===== config.mk =====
export PLATFORM = sky130hd
export DESIGN_NAME = gba_cart_frontend
export DESIGN_NICKNAME = d
export VERILOG_FILES = /design/src/rtl/gba_cart_frontend.sv
export SDC_FILE = /design/constraint.sdc
export NUM_CORES = 1
export LEC_CHECK = 0
export ABC_AREA = 1
export ABC_CLOCK_PERIOD_IN_PS = 3700
export CAP_MARGIN = 0
export CORE_MARGIN = 2
export CORE_UTILIZATION = 58
export CTS_BUF_LIST = sky130_fd_sc_hd__clkbuf_16
export DETAILED_ROUTE_END_ITERATION = 16
export GPL_TIMING_DRIVEN = 0
export PLACE_DENSITY = 0.84
export SLEW_MARGIN = 25
export SYNTH_ARGS = -nofsm -noshare
export SYNTH_HDL_FRONTEND = slang
export SYNTH_SLANG_ARGS = --single-unit

===== constraint.sdc =====
create_clock -name clk -period 3.7 [get_ports clk]
set_clock_uncertainty 0.15 [all_clocks]
set_input_delay 0.555 -clock clk [delete_from_list [all_inputs] [get_ports clk]]
set_output_delay 0.555 -clock clk [all_outputs]
set_load 0.05 [all_outputs]

===== src/rtl/gba_cart_frontend.sv =====
`timescale 1ns/1ps
// gba_cart_frontend: GBA cartridge-edge front-end.
// Synchronizes the cartridge bus pins, decodes ROM (CS, 16-bit) and SRAM
// (CS2, 8-bit) accesses and issues single-cycle read/write requests to the
// cartridge request mux. Returned read data is registered and driven back
// onto AD (ROM) or A (SRAM) while RD is low.
// Optional feature macro: GBA_CART_PREFETCH_EN (ROM read-ahead on CS fall and
// after every RD rise). Default build: ROM reads issued on RD fall.
module gba_cart_frontend #(
    parameter int SYNC_STAGES = 2
) (
    input  logic        clk,
    input  logic        rst_n,
    input  logic        gba_cs_n,
    input  logic        gba_cs2_n,
    input  logic        gba_rd_n,
    input  logic        gba_wr_n,
    input  logic [15:0] gba_ad_in,
    input  logic [7:0]  gba_a_in,
    output logic [15:0] gba_ad_out,
    output logic        gba_ad_oe,
    output logic [7:0]  gba_a_out,
    output logic        gba_a_oe,
    output logic        cart_rd,
    output logic        cart_wr,
    output logic [1:0]  cart_data_width,
    output logic [25:0] cart_addr,
    output logic [15:0] cart_wr_data,
    input  logic [15:0] cart_rd_data,
    input  logic        mux_rd_valid
);

    typedef enum logic [1:0] {ST_IDLE, ST_ROM, ST_SRAM} state_t;

    state_t state, state_nx;

    logic [SYNC_STAGES-1:0] cs_sync, cs2_sync, rd_sync, wr_sync;
    logic [15:0] ad_sync [SYNC_STAGES];
    logic [7:0]  a_sync  [SYNC_STAGES];

    logic        cs_n_p0, cs2_n_p0, rd_n_p0, wr_n_p0;
    logic        cs_n_p1, cs2_n_p1, rd_n_p1, wr_n_p1;
    logic [15:0] ad_p0;
    logic [7:0]  a_p0;

    logic cs_fall, cs_rise, cs2_fall, cs2_rise, rd_fall, rd_rise, wr_rise;

    logic [23:0] hw_addr, hw_addr_inc;

    logic        rd_trig, wr_trig, session_end;
    logic [25:0] trig_addr, wr_addr;
    logic [1:0]  trig_w, wr_w;
    logic [15:0] wr_dat;

    logic        pending, pending_rom, discard, held, overrun;
    logic [25:0] held_addr, held_addr_nx, iss_addr;
    logic [1:0]  held_w, held_w_nx, iss_w;
    logic        held_nx, issue_rd, ovr_set, busy;

    // Overrun is a sticky debug observation point with no output port.
    logic unused_overrun;
    assign unused_overrun = overrun;

    // Pin synchronizers. Strobes reset to 0 (asserted) so a strobe already low
    // when reset releases never produces a spurious falling edge.
    always_ff @(posedge clk or negedge rst_n) begin
        if (!rst_n) begin
            cs_sync  <= '0;
            cs2_sync <= '0;
            rd_sync  <= '0;
            wr_sync  <= '0;
            for (int i = 0; i < SYNC_STAGES; i++) begin
                ad_sync[i] <= '0;
                a_sync[i]  <= '0;
            end
        end else begin
            cs_sync  <= {cs_sync[SYNC_STAGES-2:0],  gba_cs_n};
            cs2_sync <= {cs2_sync[SYNC_STAGES-2:0], gba_cs2_n};
            rd_sync  <= {rd_sync[SYNC_STAGES-2:0],  gba_rd_n};
            wr_sync  <= {wr_sync[SYNC_STAGES-2:0],  gba_wr_n};
            ad_sync[0] <= gba_ad_in;
            a_sync[0]  <= gba_a_in;
            for (int i = 1; i < SYNC_STAGES; i++) begin
                ad_sync[i] <= ad_sync[i-1];
                a_sync[i]  <= a_sync[i-1];
            end
        end
    end

    assign cs_n_p0  = cs_sync[SYNC_STAGES-1];
    assign cs2_n_p0 = cs2_sync[SYNC_STAGES-1];
    assign rd_n_p0  = rd_sync[SYNC_STAGES-1];
    assign wr_n_p0  = wr_sync[SYNC_STAGES-1];
    assign ad_p0    = ad_sync[SYNC_STAGES-1];
    assign a_p0     = a_sync[SYNC_STAGES-1];

    // ---- stage p0 -> p1: delayed strobe copies for edge detection ----
    // One-cycle-delayed strobes for edge detection.
    always_ff @(posedge clk or negedge rst_n) begin
        if (!rst_n) begin
            cs_n_p1  <= 1'b0;
            cs2_n_p1 <= 1'b0;
            rd_n_p1  <= 1'b0;
            wr_n_p1  <= 1'b0;
        end else begin
            cs_n_p1  <= cs_n_p0;
            cs2_n_p1 <= cs2_n_p0;
            rd_n_p1  <= rd_n_p0;
            wr_n_p1  <= wr_n_p0;
        end
    end

    assign cs_fall  =  cs_n_p1  & ~cs_n_p0;
    assign cs_rise  = ~cs_n_p1  &  cs_n_p0;
    assign cs2_fall =  cs2_n_p1 & ~cs2_n_p0;
    assign cs2_rise = ~cs2_n_p1 &  cs2_n_p0;
    assign rd_fall  =  rd_n_p1  & ~rd_n_p0;
    assign rd_rise  = ~rd_n_p1  &  rd_n_p0;
    assign wr_rise  = ~wr_n_p1  &  wr_n_p0;

    assign hw_addr_inc = hw_addr + 24'd1;

    // Access-state register.
    always_ff @(posedge clk or negedge rst_n) begin
        if (!rst_n) state <= ST_IDLE;
        else        state <= state_nx;
    end

    // Next state plus read/write triggers decoded from the detected edges.
    always_comb begin
        state_nx    = state;
        rd_trig     = 1'b0;
        trig_addr   = '0;
        trig_w      = 2'b00;
        wr_trig     = 1'b0;
        wr_addr     = '0;
        wr_w        = 2'b00;
        wr_dat      = '0;
        session_end = 1'b0;
        case (state)
            ST_IDLE: begin
                if (cs_fall) begin
                    state_nx = ST_ROM;
`ifdef GBA_CART_PREFETCH_EN
                    rd_trig   = 1'b1;
                    trig_addr = {1'b0, a_p0, ad_p0, 1'b0};
                    trig_w    = 2'b10;
`endif
                end else if (cs2_fall && cs_n_p0) begin
                    state_nx = ST_SRAM;
                end
            end
            ST_ROM: begin
                if (cs_rise) begin
                    state_nx    = ST_IDLE;
                    session_end = 1'b1;
                end
`ifdef GBA_CART_PREFETCH_EN
                if (rd_rise) begin
                    rd_trig   = 1'b1;
                    trig_addr = {1'b0, hw_addr_inc, 1'b0};
                    trig_w    = 2'b10;
                end
`else
                if (rd_fall) begin
                    rd_trig   = 1'b1;
                    trig_addr = {1'b0, hw_addr, 1'b0};
                    trig_w    = 2'b10;
                end
`endif
                if (wr_rise) begin
                    wr_trig = 1'b1;
                    wr_addr = {1'b0, hw_addr, 1'b0};
                    wr_w    = 2'b10;
                    wr_dat  = ad_p0;
                end
            end
            ST_SRAM: begin
                if (cs2_rise) begin
                    state_nx    = ST_IDLE;
                    session_end = 1'b1;
                end
                if (rd_fall) begin
                    rd_trig   = 1'b1;
                    trig_addr = {1'b1, 9'b0, ad_p0};
                    trig_w    = 2'b01;
                end
                if (wr_rise) begin
                    wr_trig = 1'b1;
                    wr_addr = {1'b1, 9'b0, ad_p0};
                    wr_w    = 2'b01;
                    wr_dat  = {8'h00, a_p0};
                end
            end
            default: state_nx = ST_IDLE;
        endcase
    end

    assign busy = pending & ~mux_rd_valid;

    // Read issue arbitration: one read outstanding, one held, the rest dropped.
    // A write in the same cycle takes the request port; the read waits.
    always_comb begin
        issue_rd     = 1'b0;
        iss_addr     = held_addr;
        iss_w        = held_w;
        held_nx      = held;
        held_addr_nx = held_addr;
        held_w_nx    = held_w;
        ovr_set      = 1'b0;
        if (session_end) begin
            held_nx = 1'b0;
        end else begin
            if (held && !busy && !wr_trig) begin
                issue_rd = 1'b1;
                held_nx  = 1'b0;
            end
            if (rd_trig) begin
                if (!issue_rd && !held && !busy && !wr_trig) begin
                    issue_rd = 1'b1;
                    iss_addr = trig_addr;
                    iss_w    = trig_w;
                end else if (!held_nx) begin
                    held_nx      = 1'b1;
                    held_addr_nx = trig_addr;
                    held_w_nx    = trig_w;
                end else begin
                    ovr_set = 1'b1;
                end
            end
        end
    end

    // ---- stage p1 -> p2: registered requests, read tracking, bus drive ----
    // Hardware address counter, read tracking and all registered outputs.
    always_ff @(posedge clk or negedge rst_n) begin
        if (!rst_n) begin
            hw_addr         <= '0;
            pending         <= 1'b0;
            pending_rom     <= 1'b0;
            discard         <= 1'b0;
            held            <= 1'b0;
            held_addr       <= '0;
            held_w          <= 2'b00;
            overrun         <= 1'b0;
            cart_rd         <= 1'b0;
            cart_wr         <= 1'b0;
            cart_addr       <= '0;
            cart_data_width <= 2'b00;
            cart_wr_data    <= '0;
            gba_ad_out      <= '0;
            gba_a_out       <= '0;
            gba_ad_oe       <= 1'b0;
            gba_a_oe        <= 1'b0;
        end else begin
            if (state == ST_IDLE && cs_fall)
                hw_addr <= {a_p0, ad_p0};
            else if (state == ST_ROM && (rd_rise || wr_rise))
                hw_addr <= hw_addr_inc;

            if (issue_rd) begin
                pending     <= 1'b1;
                pending_rom <= (iss_w == 2'b10);
            end else if (mux_rd_valid) begin
                pending <= 1'b0;
            end

            if (session_end && busy) discard <= 1'b1;
            else if (mux_rd_valid)   discard <= 1'b0;

            held      <= held_nx;
            held_addr <= held_addr_nx;
            held_w    <= held_w_nx;
            if (ovr_set) overrun <= 1'b1;

            cart_rd <= issue_rd;
            cart_wr <= wr_trig;
            if (wr_trig) begin
                cart_addr       <= wr_addr;
                cart_data_width <= wr_w;
                cart_wr_data    <= wr_dat;
            end else if (issue_rd) begin
                cart_addr       <= iss_addr;
                cart_data_width <= iss_w;
            end

            if (mux_rd_valid && pending && !discard) begin
                if (pending_rom) gba_ad_out <= cart_rd_data;
                else             gba_a_out  <= cart_rd_data[7:0];
            end

            gba_ad_oe <= (state == ST_ROM)  && !rd_n_p0;
            gba_a_oe  <= (state == ST_SRAM) && !rd_n_p0;
        end
    end

endmodule


==> results.ini <==
[run_status]
outcome=complete, no violations

[logic_synthesis]
syn_avg_cell_area_sq_um=8.94
synth_adder_area_share_pct=0.617
syn-instance-count=907
synth_compound_area_share_pct=9.80
synthArstFlopShare_pct=100
yosysUniqueCellTypes=39
ys_seq_area_share_pct=58.0
synth.area.mux_share_pct=1.11
yosys_register_bits=188
syn-num-nets=958
synthSimpleGateAreaFrac_pct=21.4
synth-main-ff-cell=dfrtp_1
synthXorXnorAreaFrac_pct=1.73
synth_top_family_by_area=simple AND/OR/NAND/NOR gates
netlist_area_sq_um=8110
ys_warn_count=0
synth_edf_count=0

[clock_network]
numCtsBuffers=17
clk_path_buf_depth=2
cts.htree.levels=4
clock-root-buffer=clkbuf_16
cts_setup_buffers=0
tritoncts=yes
clock_sinks=188
clk_latency_ps=430
clkTransAtPathRegs_ps=60

[timing]
fin_crit_ps=2560
setup_violations=0
fin_crit_sh_pct=69.1
rsz0062_at_grt=false
maxSlewHeadroom_pct=59.1
drv_slew=0
final-hold-violation-count=0
worst_pin_slew_ps=614
fmax_mhz=391

[power]
max-vdd-ir-drop_v=0.000397
p_clk_share_pct=20.8
swShare_pct=43.7
power_switching_mw=3.93
p_per_area_nw_per_um2=883
fin_total_pwr_mw=9.00
internal_power_mw=5.07
power_frac_seq_pct=34.4
p_comb_share_pct=44.8
leakage_nw=4.84

[placed_design]
placed_area_sq_um=9570
numPortBuffers=118
routabilityCongestion=0.974
dpl.hpwl_mm=14.1

[setup_path]
cp.arrival_ps=2760
slowest_delay_ps=480
path_buf_inv=4
endpoint_kind=register
critPathKind=register to register
cp_slowest_cell=o21ai_0
cp_top_family=buffers and inverters
worstPathRequired_ps=3900
critPathMostFrequentCell=inv_1
critPathMaxFanout=10
crit_chain=inv_1 -> ha_1 -> inv_1 -> clkbuf_1 -> o21ai_0 -> inv_1 -> nor2_1 -> nor2_1 -> a21oi_1
start_kind=register

[floorplan]
chipHeight_um=122
ios=119
die_area_sq_um=14900
start_util_pct=58.8
core-area_sq_um=13800
num_rows=43
die_w_um=122

[grt]
grt_pass1_vias=6462
antenna_found_initial=0
grt_pass1_wl_mm=32.5
grt_max_degree=77
grt_overflow=0
grtUsageTotal_pct=28.5

[route]
antenna_left=0
drcViolationCount=0
wirelength_mm=20.2
via_count=6827
dr.pass1.iters=7
drtIter0Drc=741
route.detailed.wl_per_inst_um=16.3
vias_per_cell=5.51

[finish]
layout.nets=1098
fillCellCount=1000
final_util_pct=74.0
final_area_sq_um=10200
syn_to_final_growth_pct=25.7
mostFrequentLayoutCells=nand2_1 (270), dfrtp_1 (188), clkdlybuf4s50_1 (117)
mostFrequentLayoutCell=nand2_1
n_antenna_cell=0
layout-drive-gt1-share_pct=7.64

[min_path]
hp-class=register to register

[job]
max_cap_viol_count=0

[cell families (layout without fill, tap and decap cells)]
logic type,Yosys count,after routing
adder cells (fa/ha/maj),4,4
flip-flops,188,188
multiplexers,8,8
AO/OA/AOI/OAI,129,129
AND/OR/NAND/NOR,414,414
buffers and inverters,148,301
XOR/XNOR,16,16
[power groups by stage]
| stage | Sequential [mW] | Combinational, mW | Clock [mW] |
|---|---|---|---|
| finish | 3.10 | 4.03 | 1.88 |
| global route | 3.15 | 4.33 | 1.99 |
| CTS | 3.08 | 4.02 | 1.88 |
| detailed placement | 3.11 | 3.98 | 0 |
| global placement | 3.09 | 3.89 | 0 |
| floorplan | 4.15 | 1.58 | 0 |
[flip-flops by register name, summed over array words and instances, names as in the netlist, 8 cells and up]
register,count
cart_wr_data,16
ad_p0,16
a_sync,8
hw_addr,24
a_p0,8
gba_ad_out,16
cart_addr,25
held_addr,25
gba_a_out,8
ad_sync,16
[cell usage after synthesis, types with 2 or more instances]
| cell | n | area, sq um |
|---|---|---|
| o211ai_1 | 8 | 60.1 |
| o21ai_1 | 21 | 105 |
| nand4_1 | 4 | 25.0 |
| dfrtp_1 | 188 | 4700 |
| xor2_1 | 10 | 87.6 |
| xnor2_1 | 6 | 52.6 |
| o22ai_1 | 7 | 43.8 |
| nor3_1 | 10 | 50.1 |
| inv_2 | 4 | 15.0 |
| o211ai_2 | 10 | 125 |
| nand3_1 | 57 | 285 |
| o21ai_0 | 49 | 245 |
| ha_1 | 4 | 50.1 |
| buf_4 | 4 | 30.0 |
| inv_1 | 110 | 413 |
| nand2_1 | 270 | 1010 |
| a21oi_1 | 21 | 105 |
| o221ai_1 | 8 | 70.1 |
| nor2_2 | 4 | 25.0 |
| nor2_1 | 60 | 225 |
| mux2_2 | 8 | 90.1 |
| clkbuf_1 | 16 | 60.1 |
| buf_2 | 11 | 55.1 |
| nand3_4 | 2 | 35.0 |
[through the flow]
stage	hold slack, ps	setup WS (ps)	TNS [ps]	cells
after floorplan	109	1640	0	907
after global placement	181	-5610	-1052310	1205
after detailed placement	185	1150	0	1207
after CTS	196	1200	0	1240
after global routing	202	994	0	1240
final	194	1140	0	1240
[timing repair]
item / CTS / global route
gates resized for setup: 0 / 0
hold buffers: 1 / 0
hold endpoints to repair: 59 / 0
[layout make-up]
type,instances,area [sq um],share of cell area (%)
flip-flops and latches,188,4700,46.2
multi-input cells,571,2810,27.5
repair buffers,121,1250,12.3
inverters,115,434,4.26
clock buffers,17,425,4.18
well taps,180,225,2.21
clock inverters,15,180,1.77
plain buffers,33,160,1.57
[metal layers]
layer  global-route usage (%)  up-vias  part of all wire (%)
met5                        0        -                     0
met4                     10.5        0                   2.1
met3                     5.62       38                   7.0
met2                     46.9      279                    50
met1                     38.0     3340                    40
li1                         -     3170                     -
[worst paths after layout]
check | startpoint | to | slack (ps) | depth (start not counted)
setup / recovery | state[0] | held_addr[13] | 1140 | 9
hold / removal | ad_sync[20] | ad_p0[4] | 190 | 0
setup reg to reg | state[0] | held_addr[13] | 1140 | 9
hold reg to reg | ad_sync[20] | ad_p0[4] | 190 | 0
max in group asynchronous | rst_n | gba_ad_out[7] | 2200 | 3
min in group asynchronous | rst_n | ad_sync[28] | 490 | 2
(Power assumes the default switching activity.)
